## config.mk

```make
export PLATFORM = sky130hd
export DESIGN_NAME = uart_rx_ctrl
export DESIGN_NICKNAME = d
export VERILOG_FILES = /design/src/rtl/uart_rx_ctrl.sv
export SDC_FILE = /design/constraint.sdc
export NUM_CORES = 1
export LEC_CHECK = 0
export ABC_AREA = 1
export CAP_MARGIN = 20
export CORE_MARGIN = 2
export CORE_UTILIZATION = 25
export CTS_CLUSTER_DIAMETER = 100
export DETAILED_ROUTE_END_ITERATION = 10
export GPL_ROUTABILITY_DRIVEN = 0
export GPL_TIMING_DRIVEN = 0
export PLACE_DENSITY_LB_ADDON = 0.15
export SYNTH_ARGS = -nofsm -noshare
export SYNTH_HDL_FRONTEND = slang
export SYNTH_SLANG_ARGS = --single-unit
```

## constraint.sdc

```tcl
create_clock -name i_clk -period 2.4 [get_ports i_clk]
set_clock_uncertainty 0.05 [all_clocks]
set_input_delay 0.6 -clock i_clk [delete_from_list [all_inputs] [get_ports i_clk]]
set_output_delay 0.6 -clock i_clk [all_outputs]
set_load 0.01 [all_outputs]
```

## src/rtl/uart_rx_ctrl.sv

```systemverilog
// UART receive-path controller: oversampled bit-timing strobes, frame watchdog,
// and a first-word-fall-through receive FIFO with sticky overrun/timeout status.
module uart_rx_ctrl #(
  parameter int Oversample = 16,
  parameter int DataLength = 8,
  parameter int FifoDepth  = 8
) (
  input  logic                         i_clk,
  input  logic                         i_rst,
  input  logic                         i_prescaler_en,
  output logic                         o_strobe,
  output logic                         o_half,
  input  logic [DataLength-1:0]        i_rx_data,
  input  logic                         i_rx_fifo_write_en,
  input  logic                         i_parity_error,
  input  logic                         i_stop_bit_error,
  output logic                         o_rx_abort,
  output logic [DataLength-1:0]        o_rd_data,
  output logic                         o_rd_err,
  output logic                         o_rd_valid,
  input  logic                         i_rd_ready,
  output logic [$clog2(FifoDepth):0]   o_fifo_count,
  output logic                         o_overrun,
  output logic                         o_timeout,
  input  logic                         i_clear_status
);

  localparam int CntW    = $clog2(Oversample);
  localparam int WdLimit = (DataLength + 4) * Oversample;
  localparam int WdW     = $clog2(WdLimit + 1);
  localparam int PtrW    = $clog2(FifoDepth);
  localparam int CountW  = PtrW + 1;

  localparam logic [CntW-1:0]   CntLast = CntW'(Oversample - 1);
  localparam logic [CntW-1:0]   CntMid  = CntW'(Oversample / 2 - 1);
  localparam logic [WdW-1:0]    WdLast  = WdW'(WdLimit - 1);
  localparam logic [CountW-1:0] CountFull = CountW'(FifoDepth);

  logic [CntW-1:0]       cnt;
  logic [WdW-1:0]        wd;
  logic [PtrW-1:0]       wptr;
  logic [PtrW-1:0]       rptr;
  logic [CountW-1:0]     count;
  logic [DataLength:0]   mem [FifoDepth];
  logic [DataLength:0]   head;
  logic                  full;
  logic                  pop;
  logic                  push_ok;
  logic                  overrun_set;

  // Bit-timing prescaler; held at zero whenever the receiver is idle.
  always_ff @(posedge i_clk) begin
    if (i_rst || !i_prescaler_en || cnt == CntLast) begin
      cnt <= '0;
    end else begin
      cnt <= cnt + CntW'(1);
    end
  end

  assign o_strobe = i_prescaler_en && (cnt == CntLast);
  assign o_half   = i_prescaler_en && (cnt == CntMid);

  // Watchdog: abort fires on the edge where wd would step onto the limit,
  // so the pulse and the sticky flag appear together in the following cycle.
  always_ff @(posedge i_clk) begin
    if (i_rst) begin
      wd         <= '0;
      o_rx_abort <= 1'b0;
      o_timeout  <= 1'b0;
    end else begin
      o_rx_abort <= 1'b0;
      if (!i_prescaler_en) begin
        wd <= '0;
      end else if (wd == WdLast) begin
        wd         <= '0;
        o_rx_abort <= 1'b1;
      end else begin
        wd <= wd + WdW'(1);
      end
      o_timeout <= (i_prescaler_en && wd == WdLast) || (o_timeout && !i_clear_status);
    end
  end

  assign full        = (count == CountFull);
  assign o_rd_valid  = (count != '0);
  assign pop         = o_rd_valid && i_rd_ready;
  assign push_ok     = i_rx_fifo_write_en && (!full || pop);
  assign overrun_set = i_rx_fifo_write_en && full && !pop;

  always_ff @(posedge i_clk) begin
    if (push_ok) begin
      mem[wptr] <= {i_parity_error | i_stop_bit_error, i_rx_data};
    end
  end

  always_ff @(posedge i_clk) begin
    if (i_rst) begin
      wptr      <= '0;
      rptr      <= '0;
      count     <= '0;
      o_overrun <= 1'b0;
    end else begin
      if (push_ok) wptr <= wptr + PtrW'(1);
      if (pop)     rptr <= rptr + PtrW'(1);
      case ({push_ok, pop})
        2'b10:   count <= count + CountW'(1);
        2'b01:   count <= count - CountW'(1);
        default: count <= count;
      endcase
      o_overrun <= overrun_set || (o_overrun && !i_clear_status);
    end
  end

  assign head         = mem[rptr];
  assign o_rd_data    = head[DataLength-1:0];
  assign o_rd_err     = head[DataLength];
  assign o_fifo_count = count;

endmodule

```

==> results_dict.tcl, run 1 <==
set metrics [dict create \
    outcome "completed" \
    synth_top_cells_by_count "edfxtp_1 (72), nor2_1 (61), nand2_1 (52), o21ai_1 (30), dfxtp_1 (28)" \
    routed_wl_um 9410 \
    grt_pass1_wl_um 15400 \
    synth_cell_type_count 35 \
    final_nets 451 \
    hold_viol 0 \
    die_w_um 133 \
    drtAntennaViolNets 0 \
    synth_edf_count 72 \
    postLayoutCellArea_sq_um 5250 \
    ys_seq_area_frac 0.655 \
    fill_cells 1668 \
    synth_ff_type "edfxtp_1" \
    syn_area_sq_um 4160 \
    internal-power_mw 3.46 \
    hold_class "flip-flop to flip-flop" \
    h-tree-depth 3 \
    setup_viol 0 \
    switching_power_mw 1.55 \
    dp_hpwl_um 6300 \
    slew_headroom 0.575 \
    final_max_slew_viol_count 0 \
    holdBufCountCts 0 \
    via_count 2714 \
    n_antenna_cell 0 \
    p_comb_frac 0.301 \
    worst_ir_drop_vdd_mv 0.511 \
    maxCapViolCount 0 \
    p_clk_frac 0.289 \
    yosys-top-cells-area "edfxtp_1 (52%), dfxtp_1 (13%), nor2_1 (5.5%), nand2_1 (4.7%), o21ai_1 (3.6%)" \
    tightest_slew_ns 0.637 \
    syn_nets 394 \
    clk_pin_slew_ns 0.07 \
    synth_warnings 0 \
    period_share 0.990 \
    clk_latency_ns 0.35 \
    grt_antenna_before_repair 0 \
    cts_tree "built" \
    yosysMostFrequentCell "edfxtp_1" \
    initial_core_util 0.253 \
    placementRows 47 \
    worstSetupPathType "flip-flop to output pin" \
    swShare 0.309 \
    required_ns 1.75 \
    max_freq_mhz 421 \
    die_area_sq_um 17700 \
    drt_pass1_iterations 4 \
    numCtsBuffers 9 \
    drc 0 \
    core_area_sq_um 16400 \
    ys_ff_latch 100 \
    grt_usage 0.115 \
    seq_power_share 0.410 \
    end_kind "output pin" \
    whs_ns 0.402 \
    via_per_inst 4.16 \
    cts_max_path_buffers 2 \
    grt_max_degree 17 \
    critPathMaxFanout 10 \
    synth.largest_area_cell "edfxtp_1" \
    arrival_ns 1.73 \
    cts-root-buf "clkbuf_16" \
    layout_min_cycle_time_ns 2.38 \
    grt_overflow_total 0 \
    power_density_nw_per_um2 955 \
    grt_setup_unrepaired "yes" \
    first_iter_violations 132 \
    start_kind "flip-flop" \
    io-pin-count 35 \
    p_leak_nw 1.89 \
    syn_inst 371 \
    ys_async_sr_fraction 0 \
    syn_to_final_growth_pct 26.2 \
    synth_top_cell_area_share 0.520 \
    syn_area_per_cell_sq_um 11.2 \
    setup_tns_ns 0 \
    cts_sinks 100 \
    die_h_um 133 \
    io_buffers 34 \
    layout-drive-gt1-share 0.189 \
    first_global_vias 2827 \
    wl_per_cell_um 14.4 \
    placed_cell_area_sq_um 4790 \
]
[layer usage]
layer | vias up | wire length [um] | track usage
li1 | 1393 | - | -
met2 | 41 | 4510 | 0.190
met4 | 0 | 115 | 0.0323
met1 | 1270 | 4360 | 0.142
met5 | - | 0 | 0
met3 | 10 | 422 | 0.0387
[power groups by stage]
stage | clock network (mW) | logic (mW) | registers [mW]
2_1_floorplan | 0 | 0.832 | 2.08
3_3_place_gp | 0 | 1.37 | 2.08
3_5_place_dp | 0 | 1.40 | 2.08
4_1_cts | 1.49 | 1.49 | 2.05
5_1_grt | 1.55 | 1.69 | 2.07
6_report | 1.45 | 1.51 | 2.05
[registers in the layout (all words and copies together) (netlist names), named ones only]
register,cells
cnt,4
rptr,3
o_rx_abort,1
wptr,3
o_overrun,1
o_timeout,1
mem,72
wd,8
o_fifo_count,4
[layout by cell type, fill, tap and decap left out, types with 3 or more instances in the layout]
master           instances
mux2i_1                  9
buf_6                    6
edfxtp_1                72
a21oi_1                  7
o22ai_1                  9
o21ai_1                 32
clkinv_2                 3
buf_4                   10
ha_1                     6
nor2_4                   4
inv_1                   23
a21oi_2                  4
clkbuf_16                9
dlygate4sd2_1            5
nor3b_2                  3
nor2_2                  12
o21ai_0                 14
clkdlybuf4s50_1         23
nor2_1                  52
nand3_1                  7
buf_2                    5
nand2_1                 52
dfxtp_1                 27
buf_8                    4
nor3_1                   3
[final timing paths]
path,startpoint,cells after the start,slack [ns],endpoint
setup / recovery,flip-flop,8,0.02,o_rd_data[3]
hold / removal,cnt[0],1,0.40,cnt[0]
setup reg to reg,o_fifo_count[0],12,0.36,o_fifo_count[2]
hold reg to reg,cnt[0],1,0.40,cnt[0]
[critical path: stages, from the launching register on]
cell,delay (ns)
dfxtp_2,0.33
buf_12,0.13
buf_4,0.13
buf_8,0.13
o21ai_0,0.17
o22ai_1,0.10
nand2_1,0.06
nand2_1,0.05
dlygate4sd2_1,0.28
[cell families (layout without fill, tap and decap cells)]
kind of cell	after synthesis	count (layout)	synth area share
DFF	100	100	0.655
AOI/OAI and AO/OA	67	67	0.0876
and+or+nand+nor	146	146	0.164
muxes	9	9	0.0217
buffers and inverters	38	100	0.0422
adders and majority gates	7	7	0.0211
xor gates and xnor gates	4	4	0.00843
[what timing repair did]
item                       4_1_cts  5_1_grt
pin swaps                        0        4
resized for setup               48       20
cloned                           0        0
setup endpoints to repair       11       58
setup buffers                    7        3
[stage by stage]
stage / worst slack, ns / total power [mW] / util / std cells
after floorplan: 0.413 / 2.91 / - / 371
after global placement: -0.586 / 3.45 / 0.291 / 625
after detailed placement: -0.375 / 3.48 / 0.292 / 627
after CTS: -0.0374 / 5.03 / 0.316 / 650
after global routing: -0.104 / 5.30 / 0.320 / 653
final: 0.0234 / 5.01 / 0.320 / 653
[cell type report]
type	instances	area (sq um)	share of cell area
plain buffers	11	139	0.0265
clock buffers	10	229	0.0437
clock inverters	6	65.1	0.0124
inverters	27	108	0.0205
multi-input cells	233	1290	0.246
flip-flops and latches	100	2720	0.519
well taps	220	275	0.0525
repair buffers	46	413	0.0787
Power figures use the tool's default switching activity.
==> inputs of run 2 (changes only) <==
--- a/config.mk
+++ b/config.mk
@@ -14,6 +14,7 @@
 export GPL_ROUTABILITY_DRIVEN = 0
 export GPL_TIMING_DRIVEN = 0
 export PLACE_DENSITY_LB_ADDON = 0.15
+export SETUP_SLACK_MARGIN = 0.4
 export SYNTH_ARGS = -nofsm -noshare
 export SYNTH_HDL_FRONTEND = slang
 export SYNTH_SLANG_ARGS = --single-unit
==> run 2 against run 1 <==
Utilization increased by 1.7 points. Combinational power increased by 17%. Fmax increased by 0.94%. Wire length increased by 3.0%. Sequential power about the same. Worst setup slack improved by 0.022 ns. Critical path type unchanged. Largest power group unchanged.
==> results_dict.tcl, run 2 (synthesis gave the netlist of run 1 again) <==
set metrics [dict create \
    cts_sinks 100 \
    switching_power_mw 1.64 \
    layout_min_cycle_time_ns 2.35 \
    grt_overflow_total 0 \
    slew_headroom 0.750 \
    h-tree-depth 3 \
    wl_per_cell_um 14.6 \
    reg.largest.list "mem: 72 flops, wd: 8 flops" \
    hold_viol 0 \
    internal-power_mw 3.63 \
    setup_viol 0 \
    cts_tree "built" \
    max_freq_mhz 425 \
    drc 0 \
    grt_setup_unrepaired "yes" \
    hold_class "flip-flop to flip-flop" \
    holdBufCountCts 0 \
    p_clk_frac 0.275 \
    grt_max_degree 17 \
    period_share 0.981 \
    seq_power_share 0.391 \
    routed_wl_um 9690 \
    final_max_slew_viol_count 0 \
    first_global_vias 2912 \
    top_register "mem" \
    io_buffers 34 \
    syn_to_final_growth_pct 32.8 \
    die_w_um 133 \
    min_delay_path_depth 1 \
    start_kind "flip-flop" \
    tightest_slew_ns 0.374 \
    cts_max_path_buffers 2 \
    critPathMaxFanout 7 \
    first_iter_violations 122 \
    placementRows 47 \
    layout_commonest_cell "edfxtp_1" \
    dp_slack_ns -0.375 \
    die_area_sq_um 17700 \
    layout-drive-gt1-share 0.275 \
    dp_hpwl_um 6300 \
    grt_antenna_before_repair 0 \
    clk_pin_slew_ns 0.07 \
    swShare 0.311 \
    power_density_nw_per_um2 956 \
    worstSetupPathType "flip-flop to output pin" \
    p_comb_frac 0.334 \
    cts-root-buf "clkbuf_16" \
    multi_input_area_sq_um 1410 \
    n_antenna_cell 0 \
    final-seq-area_sq_um 2730 \
    die_h_um 133 \
    final_nets 462 \
    outcome "completed" \
    via_count 2792 \
    arrival_ns 1.70 \
    fill_cells 1653 \
    drtAntennaViolNets 0 \
    io-pin-count 35 \
    initial_core_util 0.253 \
    clk_latency_ns 0.35 \
    maxCapViolCount 0 \
    largest_register_ffs 72 \
    fin_ws_ns 0.0455 \
    grt_pass1_wl_um 15800 \
    mostFrequentLayoutCells "edfxtp_1 (72), nand2_1 (49), nor2_1 (45), o21ai_1 (32), dfxtp_1 (22)" \
    via_per_inst 4.20 \
    numCtsBuffers 9 \
    grt_usage 0.117 \
    core_area_sq_um 16400 \
    reg2reg_depth 13 \
    setup_tns_ns 0 \
    whs_ns 0.371 \
    p_leak_nw 2.00 \
    drt_pass1_iterations 4 \
    required_ns 1.75 \
    worst_ir_drop_vdd_mv 0.548 \
    end_kind "output pin" \
]
## run 2: path summary, 6_finish.rpt
kind,from,end,slack (ns)
worst max register to register,o_fifo_count[1],o_fifo_count[2],0.56
worst min-delay path,cnt[0],cnt[0],0.37
worst max-delay path,flip-flop,o_rd_data[4],0.05
worst min register to register,cnt[0],cnt[0],0.37
## run 2: timing repair
| action | in CTS | in global routing |
|---|---|---|
| setup endpoints to repair | 81 | 31 |
| gates cloned | 2 | 0 |
| buffers inserted | 14 | 5 |
| resized for setup | 106 | 25 |
| pin swaps | 15 | 8 |
## run 2: critical path, cell delays in order, from the launching register on
cell and delay, ns:
dfxtp_2 0.32, buf_6 0.11, buf_12 0.14, buf_12 0.14, buf_12 0.12, mux2i_1 0.16
o22ai_1 0.08, nand2_1 0.07, nand2_1 0.07, buf_2 0.14
## run 2: layer usage
layer | track usage | routed length [um] | vias to the layer above
met1 | 0.143 | 4430 | 1337
met2 | 0.198 | 4760 | 35
met3 | 0.0387 | 383 | 9
li1 | - | - | 1411
met5 | 0 | 0 | -
met4 | 0.0323 | 115 | 0
## run 2: layout make-up
cell class	count	share of cell area
plain buffers	11	0.0245
clock buffers	10	0.0415
clock inverters	6	0.0118
inverters	27	0.0213
multi-input cells	233	0.255
flip-flops and latches	100	0.495
well taps	220	0.0499
repair buffers	57	0.101
## run 2: per-stage QoR
step	power [mW]	instances	util	instance area (sq um)
after CTS	5.24	659	0.329	5400
after detailed placement	3.48	627	0.292	4790
after floorplan	2.91	371	-	4160
after global placement	3.45	625	0.291	4770
after global routing	5.58	664	0.336	5520
final	5.28	664	0.336	5520
## run 2: power by group through the flow
stage | combinational [mW] | clock, mW | sequential, mW
after CTS | 1.68 | 1.49 | 2.06
after floorplan | 0.832 | 0 | 2.08
after global placement | 1.37 | 0 | 2.08
after detailed placement | 1.40 | 0 | 2.08
final | 1.76 | 1.45 | 2.06
after global routing | 1.95 | 1.55 | 2.08
==> inputs of run 3 (changes only) <==
--- a/config.mk
+++ b/config.mk
@@ -8,7 +8,7 @@
 export ABC_AREA = 1
 export CAP_MARGIN = 20
 export CORE_MARGIN = 2
-export CORE_UTILIZATION = 25
+export CORE_UTILIZATION = 57
 export CTS_CLUSTER_DIAMETER = 100
 export DETAILED_ROUTE_END_ITERATION = 10
 export GPL_ROUTABILITY_DRIVEN = 0
==> run 3 against run 2 <==
Fmax grew 1.6%. Via count increased by 5.0%. Cell count fell by 18%. Highest routed layer unchanged. Flip-flop and latch count is the same. Register-to-register slack about the same. Utilization up 42 points. Sequential share of layout area up 1.5 points. Wire length decreased by 4.5%.
==> results_dict.tcl, run 3 (synthesis gave the netlist of run 1 again) <==
set metrics [dict create \
    p_leak_nw 1.99 \
    critical-path-max-stage-delay_ns 0.36 \
    grt_setup_unrepaired "yes" \
    power_density_nw_per_um2 963 \
    rr_endpoint "o_fifo_count[2]" \
    drt_pass1_iterations 6 \
    cts-root-buf "clkbuf_8" \
    tightest_slew_ns 0.429 \
    min_delay_path_depth 1 \
    required_ns 1.75 \
    critPathMaxFanout 4 \
    final_cells 542 \
    min_from "cnt[0]" \
    via_per_inst 5.41 \
    dp_slack_ns -0.456 \
    initial_core_util 0.582 \
    top_register "mem" \
    fin_ws_ns 0.0832 \
    first_iter_violations 396 \
    grt_max_degree 17 \
    wl_met1_um 3580 \
    cts_max_path_buffers 2 \
    top_layer "met4" \
    maxCapViolCount 0 \
    n_antenna_cell 0 \
    io-pin-count 35 \
    final_max_slew_viol_count 0 \
    route.met3.wl_um 514 \
    outcome "completed" \
    core_area_sq_um 7140 \
    fill_cells 476 \
    drtAntennaViolNets 0 \
    met2_length_um 4950 \
    ff2ff_setup_slack_ns 0.57 \
    arrival_ns 1.67 \
    slew_headroom 0.714 \
    r2r-start "o_fifo_count[0]" \
    placementRows 31 \
    mostFrequentLayoutCells "edfxtp_1 (72), nand2_1 (50), nor2_1 (44), o21ai_1 (29)" \
    end_kind "output pin" \
    slowest_stage "dfxtp_4" \
    clk_latency_ns 0.35 \
    layout_commonest_cell "edfxtp_1" \
    dp_hpwl_um 5020 \
    p_total_mw 5.18 \
    hold_class "flip-flop to flip-flop" \
    numCtsBuffers 9 \
    die_h_um 89.4 \
    die_w_um 89.4 \
    grt_pass1_wl_um 13700 \
    worst_ir_drop_vdd_mv 0.708 \
    max_freq_mhz 432 \
    via_count 2931 \
    wl_per_cell_um 17.1 \
    hold_viol 0 \
    path_cells "buf_6 > buf_4 > nor2_1 > nor2_1 > o21ai_1 > o21ai_1 > nand2_1 > nand2_1 > buf_2" \
    layout-drive-gt1-share 0.280 \
    final_core_util 0.753 \
    cts_sinks 100 \
    io_buffers 34 \
    worstSetupPathType "flip-flop to output pin" \
    first_global_vias 2755 \
    largest_register_ffs 72 \
    grt_antenna_before_repair 0 \
    routed_wl_um 9260 \
    hold_end "cnt[0]" \
    die_area_sq_um 7990 \
    layout_min_cycle_time_ns 2.32 \
    clk_pin_slew_ns 0.09 \
    cts_tree "built" \
    syn_to_final_growth_pct 29.3 \
    reg.largest.list "mem: 72 flops, wd: 8 flops" \
    grt_usage 0.240 \
    whs_ns 0.389 \
    start_kind "flip-flop" \
    setup_viol 0 \
    place_inst 504 \
    final_nets 461 \
    h-tree-depth 3 \
    drc 0 \
    reg2reg_depth 12 \
    period_share 0.965 \
    grt_overflow_total 0 \
]
## run 3: changes by cell type in the layout (fill, tap and decap cells not counted), sizes merged
cell,delta
dlymetal6s2s,-1
clkdlybuf4s50,+1
clkinv,-1
buf,-1
clkinvlp,-1
bufinv,+2
## run 3: how the worst max path moves through the flow
stage,slack [ns],to,start
after floorplan,0.41,o_fifo_count[2],i_rd_ready
after global placement,-0.44,mem[0][5],i_rd_ready
after detailed placement,-0.46,mem[0][5],i_rd_ready
after CTS,0.15,o_rd_err,flip-flop
after global routing,0.02,o_rd_data[6],flip-flop
final,0.08,o_rd_data[0],flip-flop
## run 3: repair_timing
item / in CTS / in global routing
buffers inserted: 11 / 7
pin swaps: 18 / 10
setup endpoints to repair: 90 / 33
gates cloned: 4 / 0
hold buffers: 0 / 0
resized for setup: 121 / 19
## run 3: worst max-delay path: cells and delay by family, from the launching register on
family,cells,cell delay (ns)
simple gates,4,0.36
buf+inv,3,0.39
flops,1,0.36
compound gates,2,0.19
## run 3: cell type report
class,instances,area (sq um),area share
inverters,27,115,0.0214
clock inverters,6,109,0.0203
well taps,99,124,0.0231
plain buffers,11,148,0.0275
repair buffers,56,582,0.108
clock buffers,10,149,0.0277
multi-input cells,233,1410,0.262
flip-flops and latches,100,2740,0.510
## run 3: metrics by stage
stage | TNS [ns] | instance area [sq um]
3_3_place_gp | -20.06 | 4620
6_report | 0 | 5370
5_1_grt | 0 | 5370
4_1_cts | 0 | 5220
3_5_place_dp | -22.20 | 4620
2_1_floorplan | 0 | 4160
## run 3: layer usage
metal,global-route usage,vias to the layer above
met2,0.423,124
met4,0.109,0
met5,0,-
li1,-,1416
met1,0.290,1373
met3,0.0360,18
## run 3: power breakdown
part / internal (mW) / leakage [nW] / switching [mW] / total [mW]
Sequential: 1.98 / 0.883 / 0.0932 / 2.08
Combinational: 0.848 / 0.970 / 0.934 / 1.78
Clock: 0.754 / 0.131 / 0.565 / 1.32
Total: 3.58 / 1.99 / 1.59 / 5.18
